File: config.mk
export PLATFORM = sky130hd
export DESIGN_NAME = apb_csr_multi
export DESIGN_NICKNAME = d
export VERILOG_FILES = /design/src/rtl/apb_csr_multi.sv
export SDC_FILE = /design/constraint.sdc
export NUM_CORES = 1
export LEC_CHECK = 0
export CORE_ASPECT_RATIO = 1.75
export CORE_MARGIN = 4
export CORE_UTILIZATION = 30
export CTS_CLUSTER_SIZE = 30
export DETAILED_ROUTE_END_ITERATION = 10
export PLACE_DENSITY = 0.63
export SYNTH_ARGS = -nofsm -noshare
export SYNTH_HDL_FRONTEND = slang
export SYNTH_SLANG_ARGS = --single-unit
File: constraint.sdc
create_clock -name PCLK -period 2.3 [get_ports PCLK]
set_input_delay 0.23 -clock PCLK [delete_from_list [all_inputs] [get_ports PCLK]]
set_output_delay 0.23 -clock PCLK [all_outputs]
set_load 0.01 [all_outputs]
File: src/rtl/apb_csr_multi.sv
// apb_csr_multi: APB3 CSR slave for NUM_CH serial channels with FIFO wait states and PSLVERR; define APB_CSR_IRQ_EN for IRQEN/irq
module apb_csr_multi #(
  parameter int ADDRESSWIDTH = 6,
  parameter int DATAWIDTH = 8,
  parameter int NUM_CH = 2,
  parameter int WAIT_MAX = 15
) (
  input  logic                          PCLK,
  input  logic                          PRESET,
  input  logic [ADDRESSWIDTH-1:0]       PADDR,
  input  logic [DATAWIDTH-1:0]          PWDATA,
  input  logic                          PWRITE,
  input  logic                          PSELx,
  input  logic                          PENABLE,
  output logic [DATAWIDTH-1:0]          PRDATA,
  output logic                          PREADY,
  output logic                          PSLVERR,
  input  logic [NUM_CH-1:0]             tx_full,
  input  logic [NUM_CH-1:0]             rx_empty,
  input  logic [NUM_CH*8-1:0]           status_in,
  input  logic [NUM_CH*DATAWIDTH-1:0]   rx_data,
  output logic [NUM_CH-1:0]             tx_push,
  output logic [DATAWIDTH-1:0]          tx_data,
  output logic [NUM_CH-1:0]             rx_pop,
  output logic [NUM_CH*8-1:0]           cmd,
  output logic [NUM_CH*7-1:0]           slv_addr
`ifdef APB_CSR_IRQ_EN
  ,
  output logic                          irq
`endif
);
  localparam int DW = DATAWIDTH;
  localparam int CHW = ADDRESSWIDTH - 3;
  localparam int CW = WAIT_MAX > 0 ? $clog2(WAIT_MAX + 1) : 1;
  typedef enum logic [1:0] {IDLE, ACCESS, DONE} state_t;
  state_t state_q, state_d;
  logic [CW-1:0] cnt_q, cnt_d;
  logic [DW-1:0] prdata_q, prdata_d, tx_data_q, tx_data_d, rd, sel_rx;
  logic pready_q, pready_d, pslverr_q, pslverr_d;
  logic [NUM_CH-1:0] tx_push_q, tx_push_d, rx_pop_q, rx_pop_d;
  logic [NUM_CH*8-1:0] cmd_q, cmd_d;
  logic [NUM_CH*7-1:0] slv_addr_q, slv_addr_d;
  logic [CHW-1:0] ch;
  logic [2:0] off;
  logic [7:0] sel_cmd, sel_status;
  logic [6:0] sel_saddr;
  logic sel_full, sel_empty, off_ok, bad, stall, to_done, err, ok;
  logic unused_ok;
`ifdef APB_CSR_IRQ_EN
  logic [NUM_CH*3-1:0] irqen_q, irqen_d;
  logic [NUM_CH-1:0] err_q, err_d;
  logic [2:0] sel_irqen;
  logic irq_q, irq_d;
`endif
  // Decode the addressed register, decide wait/done/error and compute next register state
  always_comb begin
    ch = PADDR[ADDRESSWIDTH-1:3];
    off = PADDR[2:0];
    unused_ok = ^status_in;
    sel_cmd = '0;
    sel_status = '0;
    sel_saddr = '0;
    sel_rx = '0;
    sel_full = 1'b0;
    sel_empty = 1'b0;
`ifdef APB_CSR_IRQ_EN
    sel_irqen = '0;
    off_ok = off <= 3'd5;
`else
    off_ok = off <= 3'd4;
`endif
    for (int i = 0; i < NUM_CH; i++) begin
      if (ch == CHW'(i)) begin
        sel_cmd = cmd_q[i*8 +: 8];
        sel_status = status_in[i*8 +: 8];
        sel_saddr = slv_addr_q[i*7 +: 7];
        sel_rx = rx_data[i*DW +: DW];
        sel_full = tx_full[i];
        sel_empty = rx_empty[i];
`ifdef APB_CSR_IRQ_EN
        sel_irqen = irqen_q[i*3 +: 3];
`endif
      end
    end
    bad = !(int'(ch) < NUM_CH) || !off_ok || (PWRITE && (off == 3'd2 || off == 3'd3)) || (!PWRITE && off == 3'd1);
    stall = !bad && ((PWRITE && off == 3'd1 && sel_full) || (!PWRITE && off == 3'd3 && sel_empty));
    to_done = state_q == ACCESS && PSELx && !(stall && cnt_q != CW'(WAIT_MAX));
    err = bad || stall;
    ok = to_done && !err;
    state_d = state_q == IDLE ? (PSELx && PENABLE ? ACCESS : IDLE) :
              state_q == DONE ? IDLE : !PSELx ? IDLE : to_done ? DONE : ACCESS;
    cnt_d = state_q == ACCESS && PSELx && stall && !to_done ? cnt_q + CW'(1) : '0;
    rd = off == 3'd0 ? DW'(sel_cmd) :
         off == 3'd2 ? DW'({sel_full, 2'b00, sel_empty, sel_status[3:0]}) :
         off == 3'd3 ? sel_rx :
         off == 3'd4 ? DW'(sel_saddr) :
`ifdef APB_CSR_IRQ_EN
         DW'(sel_irqen);
`else
         '0;
`endif
    pready_d = to_done;
    pslverr_d = to_done && err;
    prdata_d = ok && !PWRITE ? rd : '0;
    tx_data_d = ok && PWRITE && off == 3'd1 ? PWDATA : tx_data_q;
    slv_addr_d = slv_addr_q;
    tx_push_d = '0;
    rx_pop_d = '0;
`ifdef APB_CSR_IRQ_EN
    irqen_d = irqen_q;
    err_d = err_q;
    irq_d = 1'b0;
`endif
    for (int i = 0; i < NUM_CH; i++) begin
      cmd_d[i*8 +: 8] = {4'b0000, cmd_q[i*8 +: 4]};
      if (ok && ch == CHW'(i)) begin
        if (PWRITE && off == 3'd0) cmd_d[i*8 +: 8] = PWDATA[7:0];
        if (PWRITE && off == 3'd4) slv_addr_d[i*7 +: 7] = PWDATA[6:0];
        tx_push_d[i] = PWRITE && off == 3'd1;
        rx_pop_d[i] = !PWRITE && off == 3'd3;
`ifdef APB_CSR_IRQ_EN
        if (PWRITE && off == 3'd5) begin
          irqen_d[i*3 +: 3] = PWDATA[2:0];
          err_d[i] = err_q[i] && PWDATA[2];
        end
`endif
      end
`ifdef APB_CSR_IRQ_EN
      if (to_done && err && ch == CHW'(i)) err_d[i] = 1'b1;
      irq_d = irq_d | (irqen_q[i*3] && !rx_empty[i]) | (irqen_q[i*3+1] && !tx_full[i]) | (irqen_q[i*3+2] && err_q[i]);
`endif
    end
  end
  // State, wait counter and all registered outputs
  always_ff @(posedge PCLK) begin
    if (PRESET) begin
      state_q <= IDLE;
      cnt_q <= '0;
      prdata_q <= '0;
      pready_q <= 1'b0;
      pslverr_q <= 1'b0;
      tx_push_q <= '0;
      rx_pop_q <= '0;
      tx_data_q <= '0;
      cmd_q <= '0;
      slv_addr_q <= '0;
`ifdef APB_CSR_IRQ_EN
      irqen_q <= '0;
      err_q <= '0;
      irq_q <= 1'b0;
`endif
    end else begin
      state_q <= state_d;
      cnt_q <= cnt_d;
      prdata_q <= prdata_d;
      pready_q <= pready_d;
      pslverr_q <= pslverr_d;
      tx_push_q <= tx_push_d;
      rx_pop_q <= rx_pop_d;
      tx_data_q <= tx_data_d;
      cmd_q <= cmd_d;
      slv_addr_q <= slv_addr_d;
`ifdef APB_CSR_IRQ_EN
      irqen_q <= irqen_d;
      err_q <= err_d;
      irq_q <= irq_d;
`endif
    end
  end
  assign PRDATA = prdata_q;
  assign PREADY = pready_q;
  assign PSLVERR = pslverr_q;
  assign tx_push = tx_push_q;
  assign rx_pop = rx_pop_q;
  assign tx_data = tx_data_q;
  assign cmd = cmd_q;
  assign slv_addr = slv_addr_q;
`ifdef APB_CSR_IRQ_EN
  assign irq = irq_q;
`endif
endmodule
==> results.sh, run 1 <==
export IMPL_grt_pass1_wl_mm=13.9
export IMPL_worstSetupEndpointType="flop"
export IMPL_outcome="completed"
export IMPL_antenna_cells=0
export IMPL_cts_setup_buffers=0
export IMPL_cts_clk_slew_worst_paths_ps=50
export IMPL_place_ws_ps=60.8
export IMPL_grtUsageMet2_pct=30.3
export IMPL_worst_r2r_endpoint="PRDATA[0]"
export IMPL_max_cap_viol_count=0
export IMPL_seq_area_frac_synth_pct=42.1
export IMPL_gp_congestion=0.798
export IMPL_fin_util_pct=47.4
export IMPL_hp_class="flop to flop"
export IMPL_crit_start="PADDR[2]"
export IMPL_drive_above_1_share_pct=13.0
export IMPL_die_area_mm2=0.0109
export IMPL_drc=0
export IMPL_syn_area_mm2=0.00276
export IMPL_ctsHoldBuffers=0
export IMPL_r2r_start="state_q[1]"
export IMPL_p_comb_share_pct=9.4
export IMPL_setup_ws_ps=377
export IMPL_cts_buffers_inserted=9
export IMPL_clockBufferDepth=2
export IMPL_critical_path_arrival_ps=2110
export IMPL_min_period_ps=1920
export IMPL_num_fill_cells=889
export IMPL_worstMarginPinSlew_ps=448
export IMPL_p_leak_uw=0.00162
export IMPL_cp_cell_sequence="clkdlybuf4s50_1, or4b_4, or4_1, mux2i_1, nor2_1"
export IMPL_power_density_mw_per_mm2=582
export IMPL_num_vias=2616
export IMPL_met1_usage_pct=18.8
export IMPL_antenna_found_initial=0
export IMPL_cts_max_level=3
export IMPL_grt_pass1_vias=2691
export IMPL_ff2ff_setup_slack_ps=640
export IMPL_cts_tree="yes"
export IMPL_crit_type="input port to flop"
export IMPL_busiest_layer="met2"
export IMPL_p_total_uw=2490
export IMPL_grt_setup_unrepaired="no"
export IMPL_p_int_uw=1960
export IMPL_ff2ff_path_depth=5
export IMPL_period_share_pct=83.6
export IMPL_clockPowerShare_pct=50.1
export IMPL_synth_edf_count=0
export IMPL_drt_pass1_iter_count=4
export IMPL_synth_top_area_share_pct=42.1
export IMPL_coreArea_mm2=0.00904
export IMPL_ys_flop_type="dfxtp_1"
export IMPL_ys_ff_latch=58
export IMPL_io_buffers=98
export IMPL_dp_hpwl_mm=6.83
export IMPL_fin_setup_tns_ps=0
export IMPL_critPathSlowestCell="or4_1"
export IMPL_grt_max_degree=46
export IMPL_stdcell_count=535
export IMPL_placed_cells=521
export IMPL_wire_per_inst_um=16.6
export IMPL_crit_path_end="cmd[8]"
export IMPL_ir_drop_mv=0.401
export IMPL_max_slew_margin_pct=69.9
export IMPL_p_switching_uw=532
export IMPL_max_stage_delay_ps=630
export IMPL_sw_frac_of_total_pct=21.4
export IMPL_yosys_warnings=0
export IMPL_first_iter_violations=164
export IMPL_hold_depth=1
export IMPL_final_nets=468
export IMPL_startpoint_type="input port"
export IMPL_synth_nets=352
export IMPL_die_x_um=80.5
export IMPL_clk_insertion_delay_late_ps=320
export IMPL_start_util_pct=30.5
export IMPL_overflow=0
export IMPL_setup_viol=0
export IMPL_yosys_area_top_type="dfxtp_1"
export IMPL_ant_nets=0
export IMPL_async_flop_share_pct=0
export IMPL_track_usage_pct=16.9
export IMPL_synth_xor_area_share_pct=0.635
export IMPL_syn_inst=296
export IMPL_synthMuxAreaShare_pct=18.0
export IMPL_finalHoldViolCount=0
export IMPL_wirelength_mm=8.89
export IMPL_chipHeight_um=135
export IMPL_avgSynthCellArea_um2=9.32
export IMPL_cts_resized=0
export IMPL_via_per_inst=4.89
export IMPL_cp_required_ps=2480
export IMPL_clock_skew_ps=10.3
export IMPL_synth_adder_area_share_pct=0.453
export IMPL_synth_top_family_by_area="simple AND/OR/NAND/NOR gates"
export IMPL_synth_compound_area_share_pct=9.75
export IMPL_pin_count=107
export IMPL_synthTopCellsByArea="dfxtp_1 42%, mux2i_1 16%, o21ai_0 3.8%"
export IMPL_clock_sinks=58
export IMPL_num_rows=46
export IMPL_area_growth_pct=55.0
export IMPL_power_frac_seq_pct=40.5
export IMPL_synth_distinct_cells=45
export IMPL_cp_max_fo=4
export IMPL_clock_fmax_mhz=520
export IMPL_ctsRootBufferMaster="clkbuf_16"
export IMPL_drv_slew=0
export IMPL_synthSimpleGateAreaFrac_pct=26.2
export IMPL_grtUsageMet3_pct=4.34
==> cell type report <==
class	instances	area (um^2)	share of cell area [%]
clock inverters	3	42.5	0.994
well taps	120	150	3.51
inverters	1	3.75	0.0877
clock buffers	11	233	5.44
repair buffers	123	1160	27.2
flip-flops and latches	58	1160	27.1
multi-input cells	219	1530	35.6
==> cell families after synthesis <==
kind of cell,count (synthesis)
AOI/OAI and AO/OA,46
adders and majority gates,1
muxes,49
and+or+nand+nor,121
DFF,58
xor gates and xnor gates,2
buffers and inverters,19
==> cells in the mapped netlist, types with 2 or more instances <==
| cell type | number |
|---|---|
| dfxtp_1 | 58 |
| mux2i_1 | 43 |
| nor2_1 | 26 |
| o21ai_0 | 21 |
| nand2b_1 | 16 |
| nor3_1 | 15 |
| nand3_1 | 14 |
| a21oi_1 | 13 |
| clkbuf_1 | 11 |
| and2_1 | 10 |
| buf_2 | 7 |
| nand2_1 | 7 |
| mux2_2 | 6 |
| a211oi_1 | 4 |
| or3b_2 | 4 |
| and3_1 | 3 |
| nor3b_1 | 3 |
| and3b_1 | 2 |
| nand3b_1 | 2 |
| nand4_1 | 2 |
| nor2b_1 | 2 |
| nor4_4 | 2 |
| nor4b_1 | 2 |
| nor4bb_1 | 2 |
==> cell usage in the layout, fill, tap and decap left out, types with 2 or more instances in the layout <==
| cell | count |
|---|---|
| clkdlybuf4s50_1 | 97 |
| dfxtp_1 | 58 |
| mux2i_1 | 43 |
| nor2_1 | 26 |
| buf_4 | 25 |
| o21ai_0 | 21 |
| nand2b_1 | 16 |
| nor3_1 | 15 |
| nand3_1 | 14 |
| a21oi_1 | 13 |
| and2_1 | 10 |
| clkbuf_16 | 9 |
| nand2_1 | 7 |
| mux2_2 | 6 |
| or3b_2 | 4 |
| a211oi_1 | 4 |
| nor3b_1 | 3 |
| and3_1 | 3 |
| nand3b_1 | 2 |
| nor4_4 | 2 |
| and3b_1 | 2 |
| nand4_1 | 2 |
| nor4bb_1 | 2 |
| nor2b_1 | 2 |
| clkbuf_1 | 2 |
==> metal layers <==
layer / part of all wire, % / routed length, um / vias to the layer above
li1: - / - / 1298
met2: 54 / 4840 / 79
met3: 5.7 / 503 / 7
met5: 0 / 0 / -
met1: 38 / 3410 / 1232
met4: 1.6 / 141 / 0
==> worst max-delay path: cells and delay by family <==
kind          cells  cell delay [ps]
buf+inv           1              420
simple gates      3             1240
mux               1              200
==> power by group through the flow <==
| stage | logic [uW] | clock network [uW] | registers [uW] |
|---|---|---|---|
| 2_1_floorplan | 102 | 0 | 1030 |
| 3_3_place_gp | 231 | 0 | 1030 |
| 3_5_place_dp | 234 | 0 | 1030 |
| 4_1_cts | 235 | 1280 | 1010 |
| 5_1_grt | 253 | 1320 | 1010 |
| 6_report | 234 | 1250 | 1010 |
==> stage by stage <==
stage	hold slack (ps)	area, um^2
2_1_floorplan	352	2760
3_3_place_gp	433	4000
3_5_place_dp	442	4000
4_1_cts	449	4280
5_1_grt	464	4280
6_report	446	4280
==> flip-flops by register name, summed over array words and instances (netlist names) <==
signal and count:
slv_addr 14, PSLVERR 1, cnt_q 4, rx_pop 2
tx_push 2, PREADY 1, tx_data 8, PRDATA 8
cmd 16, state_q 2
==> worst min-delay path by stage <==
stage	endpoint	from	slack, ps
after floorplan	cmd[12]	PWDATA[4]	350
final	cnt_q[0]	cnt_q[0]	450
after detailed placement	cnt_q[0]	cnt_q[0]	440
after global placement	cnt_q[0]	cnt_q[0]	430
after CTS	cnt_q[0]	cnt_q[0]	450
after global routing	cnt_q[0]	cnt_q[0]	460
Note: power is estimated with default switching activity, not from simulation.
==> inputs of run 2 (changes only) <==
==> constraint.sdc (replaced) <==
create_clock -name PCLK -period 1.9 [get_ports PCLK]
set_input_delay 0.19 -clock PCLK [delete_from_list [all_inputs] [get_ports PCLK]]
set_output_delay 0.19 -clock PCLK [all_outputs]
set_load 0.01 [all_outputs]
==> run 2 against run 1 <==
Net effect: worst hold slack lost 110 ps; cell count grew 2.6%; clock skew shrank 3.3 ps; sequential cell count is the same; largest power group unchanged; largest cell class unchanged; via count grew 4.2%; sequential share of layout area shrank 0.76 points; count of clock-buffer cells in the layout grew 2.
==> results.sh, run 2 (synthesis gave the netlist of run 1 again) <==
export IMPL_outcome="completed"
export IMPL_drive_above_1_share_pct=16.1
export IMPL_final_cell_mix="97 x clkdlybuf4s50_1, 58 x dfxtp_1, 43 x mux2i_1"
export IMPL_ff2ff_path_depth=6
export IMPL_largest_reg_flops=16
export IMPL_cts_tree="yes"
export IMPL_cp_max_fo=4
export IMPL_first_iter_violations=126
export IMPL_clock_fmax_mhz=547
export IMPL_antenna_cells=0
export IMPL_final_nets=480
export IMPL_placed_cells=533
export IMPL_startpoint_type="input port"
export IMPL_power_frac_seq_pct=41.0
export IMPL_clock_sinks=58
export IMPL_worstSetupEndpointType="flop"
export IMPL_grt_pass1_vias=2735
export IMPL_setup_viol=0
export IMPL_dp_hpwl_mm=7.12
export IMPL_area_growth_pct=59.5
export IMPL_track_usage_pct=17.5
export IMPL_wirelength_mm=9.24
export IMPL_cp_required_ps=2170
export IMPL_io_buffers=98
export IMPL_p_comb_share_pct=10.4
export IMPL_min_period_ps=1830
export IMPL_sw_frac_of_total_pct=22.6
export IMPL_ff2ff_setup_slack_ps=400
export IMPL_ant_nets=0
export IMPL_crit_start="PADDR[2]"
export IMPL_die_area_mm2=0.0109
export IMPL_power_density_mw_per_mm2=676
export IMPL_drv_slew=0
export IMPL_coreArea_mm2=0.00904
export IMPL_clock_skew_ps=6.97
export IMPL_num_fill_cells=892
export IMPL_overflow=0
export IMPL_via_per_inst=4.97
export IMPL_setup_ws_ps=70.9
export IMPL_gp_congestion=0.845
export IMPL_grt_pass1_wl_mm=14.2
export IMPL_cts_clk_slew_worst_paths_ps=50
export IMPL_cts_max_level=3
export IMPL_die_x_um=80.5
export IMPL_crit_type="input port to flop"
export IMPL_antenna_found_initial=0
export IMPL_max_slew_margin_pct=70.4
export IMPL_clk_insertion_delay_late_ps=330
export IMPL_num_rows=46
export IMPL_multi_input_area_mm2=0.00154
export IMPL_wire_per_inst_um=16.8
export IMPL_p_leak_uw=0.00169
export IMPL_pin_count=107
export IMPL_chipHeight_um=135
export IMPL_drt_pass1_iter_count=4
export IMPL_finalHoldViolCount=0
export IMPL_critical_path_arrival_ps=2100
export IMPL_p_switching_uw=673
export IMPL_cts_buffers_inserted=9
export IMPL_max_cap_viol_count=0
export IMPL_worstMarginPinSlew_ps=441
export IMPL_start_util_pct=30.5
export IMPL_crit_path_end="cmd[15]"
export IMPL_final_common_cell="clkdlybuf4s50_1"
export IMPL_grt_max_degree=46
export IMPL_cts_setup_buffers=0
export IMPL_stdcell_count=549
export IMPL_period_share_pct=96.3
export IMPL_num_vias=2726
export IMPL_grt_setup_unrepaired="no"
export IMPL_clockBufferDepth=2
export IMPL_worst_r2r_endpoint="slv_addr[7]"
export IMPL_ctsRootBufferMaster="clkbuf_16"
export IMPL_hold_slack_ps=335
export IMPL_clockPowerShare_pct=48.6
export IMPL_regArea_mm2=0.00116
export IMPL_ir_drop_mv=0.492
export IMPL_hp_class="input port to flop"
export IMPL_place_ws_ps=-300
export IMPL_p_int_uw=2300
export IMPL_drc=0
export IMPL_r2r_start="state_q[1]"
==> run 2: how the worst min path moves through the flow <==
stage	from	endpoint	slack (ps)	depth (start not counted)
3_3_place_gp	cnt_q[0]	cnt_q[0]	430	1
5_1_grt	PADDR[3]	PRDATA[6]	360	3
4_1_cts	PADDR[3]	PRDATA[6]	330	3
3_5_place_dp	cnt_q[0]	cnt_q[0]	440	1
2_1_floorplan	PWDATA[4]	cmd[12]	310	1
6_report	PADDR[3]	PRDATA[6]	340	3
==> run 2: critical path, cell delays in order <==
cell	delay (ps)
clkdlybuf4s50_1	420
or4b_4	580
or2_2	320
nor3_1	400
and2_1	190
==> run 2: stage by stage <==
step                area (um^2)  utilization, %  total power, uW  TNS, ps
global placement           4120            45.6             1550    -6400
floorplan                  2760               -             1370        0
global route               4400            48.7             3060        0
CTS                        4380            48.5             3000        0
detailed placement         4120            45.6             1550    -7160
finish                     4400            48.7             2980        0
==> run 2: routing by layer <==
layer | part of all wire (%) | global-route usage, % | wire (um)
met5 | 0 | 0 | 0
met4 | 2.8 | 8.93 | 254
met3 | 4.7 | 3.94 | 434
met2 | 54 | 30.6 | 5010
met1 | 38 | 19.3 | 3540
==> run 2: repair_timing <==
item                                    CTS  global route
resized for setup                         0             3
endpoints found under the setup margin    0             3
hold buffers                              0             0
==> run 2: layout make-up <==
cell class	instances	share of cell area (%)
inverter	1	0.0853
multi-input combinational	219	35.0
sequential	58	26.4
timing repair buffer	135	29.1
tap	120	3.41
clock buffer	13	5.69
clock inverter	3	0.341
==> run 2: power by group through the flow <==
stage	registers (uW)	logic, uW	clock network [uW]
after detailed placement	1250	307	0
after CTS	1220	309	1470
after global placement	1250	304	0
after floorplan	1250	123	0
final	1220	309	1450
after global routing	1220	333	1510
==> inputs of run 3 (changes only) <==
--- a/config.mk
+++ b/config.mk
@@ -10,6 +10,7 @@
 export CORE_UTILIZATION = 30
 export CTS_CLUSTER_SIZE = 30
 export DETAILED_ROUTE_END_ITERATION = 10
+export GPL_ROUTABILITY_DRIVEN = 0
 export PLACE_DENSITY = 0.63
 export SYNTH_ARGS = -nofsm -noshare
 export SYNTH_HDL_FRONTEND = slang
==> results of run 3 <==
Final layout, timing and power as in run 2 (identical DEF).
